### src/rtl/ps2_frame_receiver_if.sv
// Purpose: groups the PS/2 pin inputs and the decoded scancode outputs of the frame receiver.
// Latency: none (wiring only).
// Backpressure: none; received is a stretched strobe and error a one-cycle pulse, with no ready path.
// Signals:
//   psclk, psdata : raw asynchronous PS/2 pins (driven by the master side)
//   value         : last good scancode byte
//   received      : stretched strobe, high for RX_HOLD cycles after each good frame
//   error         : one-cycle pulse on a bad or aborted frame
//   busy          : high while a frame is being collected or checked
interface ps2_frame_receiver_if;
    logic       psclk;
    logic       psdata;
    logic [7:0] value;
    logic       received;
    logic       error;
    logic       busy;

    modport master (
        output psclk,
        output psdata,
        input  value,
        input  received,
        input  error,
        input  busy
    );

    modport slave (
        input  psclk,
        input  psdata,
        output value,
        output received,
        output error,
        output busy
    );
endinterface

### src/rtl/ps2_frame_receiver.sv
// Purpose: PS/2 device-to-host frame receiver; sync + de-glitch pins, deserialise 11-bit frames, check start/odd parity/stop.
// Latency: raw psclk fall to sample event 2+FILTER_LEN cycles; stop-bit sample event N -> value/received or error at N+2.
// Backpressure: none; received is held for RX_HOLD cycles so slow divided-clock logic cannot miss it.
// Ports:
//   clkCPU : system clock, the only clock in the block
//   reset  : asynchronous active-high reset; discards any frame in progress
//   bus    : slave side of ps2_frame_receiver_if (psclk/psdata in; value/received/error/busy out)
module ps2_frame_receiver #(
    parameter int FILTER_LEN     = 4,
    parameter int TIMEOUT_CYCLES = 20000,
    parameter int RX_HOLD        = 6
) (
    input  logic                  clkCPU,
    input  logic                  reset,
    ps2_frame_receiver_if.slave   bus
);

    localparam logic [3:0]  FILT_LAST = 4'(FILTER_LEN - 1);
    localparam logic [15:0] TMO_LIMIT = 16'(TIMEOUT_CYCLES);
    localparam logic [3:0]  HOLD_LOAD = 4'(RX_HOLD);

    typedef enum logic [1:0] {
        IDLE  = 2'd0,
        RECV  = 2'd1,
        CHECK = 2'd2
    } state_t;

    state_t      state, state_nxt;

    logic [1:0]  psclk_sync, psdata_sync;
    logic        psclk_s, psdata_s;
    logic [3:0]  filt_cnt;
    logic        filt_clk, filt_clk_d;
    logic        sample_evt;

    logic [9:0]  shreg;
    logic [3:0]  bit_cnt;
    logic [15:0] tmo_cnt;
    logic [3:0]  hold_cnt;
    logic [7:0]  value_q;
    logic        error_q;
    logic        frame_ok;

    logic        start_frame, shift_en, tmo_inc, load_good, err_nxt;

    // Two-flop synchronisers; idle bus level is high, so they reset to 1.
    always_ff @(posedge clkCPU or posedge reset) begin
        if (reset) begin
            psclk_sync  <= 2'b11;
            psdata_sync <= 2'b11;
        end else begin
            psclk_sync  <= {psclk_sync[0], bus.psclk};
            psdata_sync <= {psdata_sync[0], bus.psdata};
        end
    end

    assign psclk_s  = psclk_sync[1];
    assign psdata_s = psdata_sync[1];

    // Glitch filter: the filtered clock follows the synchronised pin only after
    // FILTER_LEN consecutive disagreeing samples; any agreeing sample restarts the run.
    always_ff @(posedge clkCPU or posedge reset) begin
        if (reset) begin
            filt_cnt   <= '0;
            filt_clk   <= 1'b1;
            filt_clk_d <= 1'b1;
        end else begin
            filt_clk_d <= filt_clk;
            if (psclk_s != filt_clk) begin
                if (filt_cnt == FILT_LAST) begin
                    filt_clk <= psclk_s;
                    filt_cnt <= '0;
                end else begin
                    filt_cnt <= filt_cnt + 4'd1;
                end
            end else begin
                filt_cnt <= '0;
            end
        end
    end

    // Filtered falling edge; data is taken from the synchroniser in this same cycle.
    assign sample_evt = filt_clk_d & ~filt_clk;

    // After ten LSB-first shifts: [7:0] data, [8] parity, [9] stop.
    assign frame_ok = (^shreg[8:0]) & shreg[9];

    always_ff @(posedge clkCPU or posedge reset) begin
        if (reset) begin
            state <= IDLE;
        end else begin
            state <= state_nxt;
        end
    end

    always_comb begin
        state_nxt   = state;
        start_frame = 1'b0;
        shift_en    = 1'b0;
        tmo_inc     = 1'b0;
        load_good   = 1'b0;
        err_nxt     = 1'b0;
        case (state)
            IDLE: begin
                // A data-1 "start" edge is line noise or a stray clock; ignore it silently.
                if (sample_evt && !psdata_s) begin
                    start_frame = 1'b1;
                    state_nxt   = RECV;
                end
            end
            RECV: begin
                // A sample arriving in the same cycle as the timeout still counts.
                if (sample_evt) begin
                    shift_en = 1'b1;
                    if (bit_cnt == 4'd9) begin
                        state_nxt = CHECK;
                    end
                end else if (tmo_cnt == TMO_LIMIT) begin
                    err_nxt   = 1'b1;
                    state_nxt = IDLE;
                end else begin
                    tmo_inc = 1'b1;
                end
            end
            CHECK: begin
                state_nxt = IDLE;
                if (frame_ok) begin
                    load_good = 1'b1;
                end else begin
                    err_nxt = 1'b1;
                end
            end
            default: begin
                state_nxt = IDLE;
            end
        endcase
    end

    always_ff @(posedge clkCPU or posedge reset) begin
        if (reset) begin
            shreg    <= '0;
            bit_cnt  <= '0;
            tmo_cnt  <= '0;
            hold_cnt <= '0;
            value_q  <= '0;
            error_q  <= 1'b0;
        end else begin
            error_q <= err_nxt;

            if (start_frame) begin
                bit_cnt <= '0;
                tmo_cnt <= '0;
            end else if (shift_en) begin
                shreg   <= {psdata_s, shreg[9:1]};
                bit_cnt <= bit_cnt + 4'd1;
                tmo_cnt <= '0;
            end else if (tmo_inc) begin
                tmo_cnt <= tmo_cnt + 16'd1;
            end

            if (load_good) begin
                value_q <= shreg[7:0];
            end

            // Hold counter runs on its own; a new good frame simply restarts it.
            if (load_good) begin
                hold_cnt <= HOLD_LOAD;
            end else if (hold_cnt != 4'd0) begin
                hold_cnt <= hold_cnt - 4'd1;
            end
        end
    end

    assign bus.value    = value_q;
    assign bus.received = (hold_cnt != 4'd0);
    assign bus.error    = error_q;
    assign bus.busy     = (state != IDLE);

endmodule
### src/flat_wrapper.sv
// flat-port wrapper written by rule: the top's interface ports become plain ports
module ps2_frame_receiver_flat 
#(
    parameter int FILTER_LEN     = 4,
    parameter int TIMEOUT_CYCLES = 20000,
    parameter int RX_HOLD        = 6
)
  (clkCPU, reset, bus_psclk, bus_psdata, bus_value, bus_received, bus_error, bus_busy);
  ps2_frame_receiver_if bus_i ();
  input  logic clkCPU;
  input  logic reset;
  input wire logic [$bits(bus_i.psclk)-1:0] bus_psclk;
  input wire logic [$bits(bus_i.psdata)-1:0] bus_psdata;
  output wire logic [$bits(bus_i.value)-1:0] bus_value;
  output wire logic [$bits(bus_i.received)-1:0] bus_received;
  output wire logic [$bits(bus_i.error)-1:0] bus_error;
  output wire logic [$bits(bus_i.busy)-1:0] bus_busy;
  assign bus_i.psclk = bus_psclk;
  assign bus_i.psdata = bus_psdata;
  assign bus_value = bus_i.value;
  assign bus_received = bus_i.received;
  assign bus_error = bus_i.error;
  assign bus_busy = bus_i.busy;
  ps2_frame_receiver #(.FILTER_LEN(FILTER_LEN), .TIMEOUT_CYCLES(TIMEOUT_CYCLES), .RX_HOLD(RX_HOLD)) u_core (.clkCPU(clkCPU), .reset(reset), .bus(bus_i));
endmodule
### config.mk
export PLATFORM = sky130hd
export DESIGN_NAME = ps2_frame_receiver_flat
export DESIGN_NICKNAME = d
export VERILOG_FILES = /design/src/rtl/ps2_frame_receiver_if.sv /design/src/rtl/ps2_frame_receiver.sv /design/src/flat_wrapper.sv
export SDC_FILE = /design/constraint.sdc
export NUM_CORES = 1
export LEC_CHECK = 0
export ABC_AREA = 0
export CAP_MARGIN = 20
export CORE_ASPECT_RATIO = 0.9
export CORE_MARGIN = 4
export CORE_UTILIZATION = 55
export CTS_CLUSTER_DIAMETER = 50
export DETAILED_ROUTE_END_ITERATION = 12
export GPL_ROUTABILITY_DRIVEN = 0
export PLACE_DENSITY_LB_ADDON = 0.1
export SETUP_SLACK_MARGIN = 0.5
export SLEW_MARGIN = 10
export SYNTH_ARGS = -nofsm -noshare
export SYNTH_HDL_FRONTEND = slang
export SYNTH_SLANG_ARGS = --single-unit
### constraint.sdc
create_clock -name clkCPU -period 2.6 [get_ports clkCPU]
set_input_delay 0.52 -clock clkCPU [delete_from_list [all_inputs] [get_ports clkCPU]]
set_output_delay 0.52 -clock clkCPU [all_outputs]
set_load 0.1 [all_outputs]
==> results of run 1 <==
state kept, by name (all words and copies together) (netlist names):
name / flops
u_core.filt_clk: 1
u_core.state: 2
u_core.bit_cnt: 4
u_core.psclk_sync: 2
u_core.filt_cnt: 4
u_core.bus.error: 1
u_core.shreg: 10
u_core.filt_clk_d: 1
u_core.bus.value: 8
u_core.hold_cnt: 4
u_core.psdata_sync: 2
u_core.tmo_cnt: 16
logic make-up (layout without fill, tap and decap cells):
| family | Yosys count | after routing | synth area share |
|---|---|---|---|
| flip-flops | 55 | 55 | 0.526 |
| adder cells (fa/ha/maj) | 11 | 11 | 0.0523 |
| multiplexers | 21 | 21 | 0.0889 |
| AO/OA/AOI/OAI | 41 | 41 | 0.0856 |
| XOR/XNOR | 14 | 14 | 0.0585 |
| buffers and inverters | 21 | 43 | 0.0338 |
| AND/OR/NAND/NOR | 70 | 70 | 0.155 |
power by group through the flow:
stage	logic [mW]	clock network, mW	registers (mW)
final	1.33	0.492	1.23
after global routing	1.49	0.545	1.26
after CTS	1.30	0.512	1.23
after detailed placement	1.27	0	1.24
after global placement	1.25	0	1.23
after floorplan	0.957	0	1.31
critical path, delay by kind of cell (launching register included):
kind	cells	cell delay (ns)
fa+ha+maj	1	0.14
buf+inv	2	0.28
flops	1	0.39
simple gates	1	0.40
metal layers:
layer  GRT usage  up-vias  share of wire
met2       0.261       14           0.45
met5           0        -              0
li1            -      864              -
met3      0.0404        4          0.026
met1       0.241      855           0.52
met4      0.0281        0         0.0059
cell usage in the layout, fill, tap and decap left out, types with 2 or more instances in the layout:
cell / synthesis / routed
nor3_1: 3 / 2
inv_2: 0 / 3
nand2b_1: 3 / 3
nand3_1: 5 / 5
nor4_1: 2 / 2
xor2_1: 6 / 6
nand4_1: 5 / 5
and2_1: 2 / 2
a211oi_1: 2 / 2
inv_1: 14 / 10
clkbuf_8: 0 / 6
clkdlybuf4s50_1: 0 / 3
nor2_1: 7 / 7
nand2_1: 12 / 12
and4_1: 2 / 2
dfstp_2: 6 / 6
dfrtp_1: 49 / 49
or4_1: 4 / 4
mux2_2: 19 / 19
a21oi_1: 19 / 19
and3_1: 2 / 2
o21ai_0: 14 / 14
xnor2_1: 6 / 6
ha_1: 11 / 9
buf_4: 0 / 17
and3b_1: 2 / 2
or3_1: 11 / 11
nand3b_1: 3 / 3
nor2b_1: 2 / 2
clkinvlp_4: 0 / 2
o31ai_1: 4 / 4
metrics by stage:
| step | power, mW | hold WS (ns) |
|---|---|---|
| after floorplan | 2.27 | 0.345 |
| after global placement | 2.49 | 0.346 |
| after detailed placement | 2.51 | 0.349 |
| after CTS | 3.04 | 0.364 |
| after global routing | 3.29 | 0.365 |
| final | 3.05 | 0.362 |
repair_timing:
item,CTS,global route
endpoints found under the setup margin,1,9
pin swaps,0,1
buffers inserted,0,3
gates resized for setup,5,5
hold endpoints to repair,0,0
path summary, 6_finish.rpt:
kind	cells after the start	end
max	4	bus_received
min	0	u_core.psclk_sync[1]
max reg2reg	5	u_core.bus.value[0]
min reg2reg	0	u_core.psclk_sync[1]
max in group asynchronous	3	u_core.tmo_cnt[2]
min in group asynchronous	2	u_core.shreg[8]
layout make-up:
class                   count  area share
well taps                  62      0.0259
multi-input cells         157       0.400
clock buffers               6      0.0276
repair buffers             21      0.0594
inverters                  14      0.0188
clock inverters             2     0.00544
flip-flops and latches     55       0.463
==> flow_summary_export.csv, run 1 <==
group,metric,value,unit
run_status,outcome,"finished, final reports clean",
finish,antenna_cells,0,
placed_design,io_buffers,14,
power_and_ir_drop,ir_drop,0.000843,V
setup_path,cp_slowest_cell,"or3b_4",
floorplanning,dieArea,0.00596,mm^2
setup_path,r2r_start,"u_core.shreg[3]",
timing,finalClockSkew,0.00897,ns
finish,layout.cells.non_filler,317,
finish,multi_input_comb_area,0.00120,mm^2
global_routing,grt_pass1_vias,1734,
run,drv_cap,0,
setup_path,crit_start,"u_core.hold_cnt[0]",
synth,synth_cells,233,
global_routing,grt-ovfl-total,0,
synth,synth-main-ff-cell,"dfrtp_1",
power_and_ir_drop,combPwrFrac,0.436,
cts,cts_buffer_depth,2,
setup_path,critical_path.max_fanout,3,
cts,path_clk_slew,0.09,ns
power_and_ir_drop,switching_share,0.398,
setup_path,slowest_delay,0.40,ns
timing,slew_headroom,0.662,
timing,setup_slack,0.575,ns
global_routing,grt_max_degree,23,
cts,holdBufCountCts,0,
finish,fill_cells,387,
timing,fmax,494,MHz
timing,period_share,0.779,
floorplanning,dieHeight,73.6,um
min_path,worstHoldStart,"u_core.psclk_sync[0]",
placed_design,dp_hpwl,3010,um
min_path,min_path_type,"reg -> reg",
global_routing,grt_antenna_before_repair,0,
power_and_ir_drop,p_sw,1.21,mW
detailed_routing,drt_wl_total,4250,um
cts,htree_levels,2,
synth,ys_seq_area_frac,0.526,
finish,regArea,0.00138,mm^2
synth,synth_area,0.00263,mm^2
setup_path,cp.required,2.08,ns
timing,rsz0062_at_grt,"no",
finish,fin_util,0.658,
detailed_routing,drtPass1Iterations,4,
setup_path,crit_chain,"inv_2, ha_4, or3b_4, buf_12",
detailed_routing,viasPerCell,5.48,
power_and_ir_drop,intPower,1.83,mW
cts,cts_num_sinks,55,
timing,final_max_slew_viol_count,0,
detailed_routing,drt_iter0_markers,79,
cts,cts_tree,"yes",
floorplanning,core,0.00455,mm^2
timing,tns,0,ns
synth,yosysTopAreaCell,"dfrtp_1",
setup_path,critPathArrivalTime,1.51,ns
global_routing,grt_pass1_wl,7860,um
global_routing,grt_usage,0.167,
floorplanning,row_count,23,
cts,clock_latency,0.30,ns
placed_design,placed_cells,306,
cts,root_buffer,"clkbuf_8",
placed_design,pre_cts_ws,0.591,ns
synth,synth-edff-count,0,
power_and_ir_drop,power_leakage,1.36,nW
power_and_ir_drop,power_frac_clock,0.161,
setup_path,reg2reg_slack,0.60,ns
floorplanning,die_x,80.9,um
placed_design,placedInstanceArea,0.00283,mm^2
synth,syn_avg_cell_area,11.3,um^2
finish,final_area,0.00299,mm^2
synth,yosysWarnings,0,
finish,nets,269,
detailed_routing,vias,1737,
finish,drive_gt1_frac,0.251,
synth,synth_fp_nets,248,
setup_path,endpoint_kind,"output pin",
synth,yosysUniqueCellTypes,40,
synth,ys_ff_latch,55,
cts,cts_buffers,5,
detailed_routing,antenna_left,0,
setup_path,critPathLaunchType,"flop",
timing,worst_pin_slew,0.507,ns
detailed_routing,drcViolationCount,0,
power_and_ir_drop,power_frac_seq,0.403,
synth,synth_area_leaders,"dfrtp_1 47%, mux2_2 8.1%, dfstp_2 6.0%, ha_1 5.2%, a21oi_1 3.6%",
synth,yosysMostFrequentCell,"dfrtp_1",
synth,synth_common_cells,"49 x dfrtp_1, 19 x a21oi_1, 19 x mux2_2, 14 x inv_1, 14 x o21ai_0",
setup_path,setup.worst_path.class,"reg -> out",
finish,area_delta_synth_final,13.7,%
timing,finalSetupViolations,0,
floorplanning,initial_core_util,0.579,
synth,yosys.area.top_type_share,0.466,
timing,hold_viol,0,
power_and_ir_drop,power_density,1020,mW/mm^2
floorplanning,io-pin-count,15,
timing,fin_crit,2.03,ns
synth,async_flop_share,1.00,
detailed_routing,wl_per_cell,13.4,um
(Power assumes the default switching activity.)
==> run 2: changes to the inputs <==
Clock period 2.6 ns to 1.92 ns, I/O delays scaled along.
==> flow_summary_export.csv, run 2 (synthesis results as in run 1) <==
group,metric,value,unit
global_routing,grt_pass1_vias,2082,
finish,final_cell_mix,"46 x dfrtp_1, 36 x buf_4, 18 x mux2_4, 18 x buf_6, 15 x a21oi_2",
power_and_ir_drop,switching_share,0.409,
floorplanning,die_x,80.9,um
setup_path,critical_path.max_fanout,4,
run_status,outcome,"finished with violations",
min_path,min_path_type,"reg -> reg",
floorplanning,dieArea,0.00596,mm^2
detailed_routing,viasPerCell,5.86,
floorplanning,core,0.00455,mm^2
finish,multi_input_comb_area,0.00151,mm^2
timing,slew_headroom,0.734,
finish,nets,312,
floorplanning,dieHeight,73.6,um
cts,cts_tree,"yes",
cts,cts_buffers,5,
finish,final_common_cell,"dfrtp_1",
setup_path,setup.worst_path.class,"reg -> reg",
detailed_routing,drt_iter0_markers,201,
placed_design,dp_hpwl,3400,um
finish,drive_gt1_frac,0.507,
timing,worst_pin_slew,0.396,ns
placed_design,io_buffers,14,
timing,fin_crit,2.02,ns
detailed_routing,wl_per_cell,19.4,um
setup_path,cp.required,2.11,ns
detailed_routing,antenna_left,0,
floorplanning,io-pin-count,15,
cts,clock_latency,0.30,ns
setup_path,critPathArrivalTime,2.21,ns
finish,layout.cells.non_filler,360,
finish,largest_reg_flops,16,
cts,cts_num_sinks,55,
floorplanning,row_count,23,
run_status,violations,"setup timing",
setup_path,endpoint_kind,"flop",
finish,regArea,0.00139,mm^2
cts,htree_levels,2,
finish,fill_cells,237,
power_and_ir_drop,intPower,3.26,mW
placed_design,placed_cells,311,
global_routing,grt_usage,0.229,
finish,fin_util,0.823,
timing,hold_viol,0,
timing,finalSetupViolations,8,
global_routing,grt_antenna_before_repair,0,
power_and_ir_drop,p_sw,2.26,mW
global_routing,grt_max_degree,27,
timing,fmax,496,MHz
finish,area_delta_synth_final,42.1,%
detailed_routing,drtPass1Iterations,4,
floorplanning,initial_core_util,0.579,
cts,root_buffer,"clkbuf_8",
timing,period_share,1.05,
timing,finalClockSkew,0.0104,ns
power_and_ir_drop,power_leakage,1.70,nW
timing,rsz0062_at_grt,"yes",
setup_path,critPathLaunchType,"flop",
power_and_ir_drop,power_density,1480,mW/mm^2
detailed_routing,vias,2109,
power_and_ir_drop,power_frac_clock,0.112,
cts,path_clk_slew,0.10,ns
power_and_ir_drop,ir_drop,0.00185,V
run,drv_cap,0,
timing,setup_slack,-0.0967,ns
global_routing,grt_pass1_wl,10300,um
detailed_routing,drt_wl_total,6990,um
timing,final_max_slew_viol_count,0,
cts,cts_buffer_depth,2,
finish,antenna_cells,0,
power_and_ir_drop,combPwrFrac,0.581,
power_and_ir_drop,power_frac_seq,0.307,
finish,largest_register,"u_core.tmo_cnt",
detailed_routing,drcViolationCount,0,
global_routing,grt-ovfl-total,0,
==> run 2: cell types whose count changed in the layout (fill, tap and decap cells not counted), moves of 15 or more <==
cell and delta:
mux2_4 +18, a21oi_2 +15, buf_4 +19, buf_6 +18, mux2_2 -18, a21oi_1 -15
==> run 2: final cells by class <==
| type | count | share of cell area |
|---|---|---|
| well taps | 62 | 0.0207 |
| inverters | 14 | 0.0161 |
| multi-input cells | 158 | 0.403 |
| flip-flops and latches | 55 | 0.371 |
| clock buffers | 6 | 0.0194 |
| repair buffers | 63 | 0.167 |
| clock inverters | 2 | 0.00335 |
==> run 2: what timing repair did <==
action,in CTS,in global routing
hold buffers,0,0
gates cloned,3,0
buffers inserted,28,10
endpoints found under the setup margin,47,47
pin swaps,28,14
gates resized for setup,51,39
==> run 2: metal layers <==
| layer | vias up | wire length [um] | part of all wire | global-route usage |
|---|---|---|---|---|
| li1 | 952 | - | - | - |
| met3 | 14 | 322 | 0.046 | 0.0417 |
| met2 | 61 | 3640 | 0.52 | 0.390 |
| met4 | 0 | 113 | 0.016 | 0.0544 |
| met1 | 1082 | 2920 | 0.42 | 0.306 |
| met5 | - | 0 | 0 | 0 |
==> run 2: path summary, 6_finish.rpt <==
| check | start | to | slack [ns] | depth (start not counted) |
|---|---|---|---|---|
| setup / recovery | u_core.shreg[7] | u_core.bus.value[7] | -0.1 | 6 |
| hold / removal | u_core.psclk_sync[0] | u_core.psclk_sync[1] | 0.36 | 0 |
| setup reg to reg | u_core.shreg[7] | u_core.bus.value[7] | -0.1 | 6 |
| hold reg to reg | u_core.psclk_sync[0] | u_core.psclk_sync[1] | 0.36 | 0 |
| max in group asynchronous | reset | u_core.filt_clk_d | 1.01 | 3 |
| min in group asynchronous | reset | u_core.tmo_cnt[8] | 0.39 | 2 |
==> run 2: per-stage QoR <==
step | instance area (um^2) | setup WS [ns] | power, mW | hold WS, ns | TNS, ns
4_1_cts | 3520 | -0.00626 | 5.02 | 0.364 | -0.00936
3_5_place_dp | 2980 | -0.0149 | 3.63 | 0.350 | -0.0149
6_report | 3740 | -0.0967 | 5.52 | 0.362 | -0.707
3_3_place_gp | 2980 | 0.0428 | 3.57 | 0.346 | 0
2_1_floorplan | 2770 | -0.109 | 3.23 | 0.345 | -1.66
5_1_grt | 3740 | -0.164 | 5.80 | 0.369 | -1.42
==> run 2: power groups by stage <==
stage          clock [mW]  sequential (mW)  combinational, mW
6_report            0.618             1.70               3.21
5_1_grt             0.671             1.73               3.40
4_1_cts             0.629             1.67               2.72
3_5_place_dp            0             1.70               1.93
3_3_place_gp            0             1.68               1.89
2_1_floorplan           0             1.79               1.44
==> run 2: worst max-delay path, stage by stage, from the launching register on <==
cell and delay (ns):
dfrtp_1 0.44, xnor2_1 0.26, xnor3_1 0.42, mux2i_1 0.23, buf_6 0.15, buf_6 0.12
mux2_4 0.29
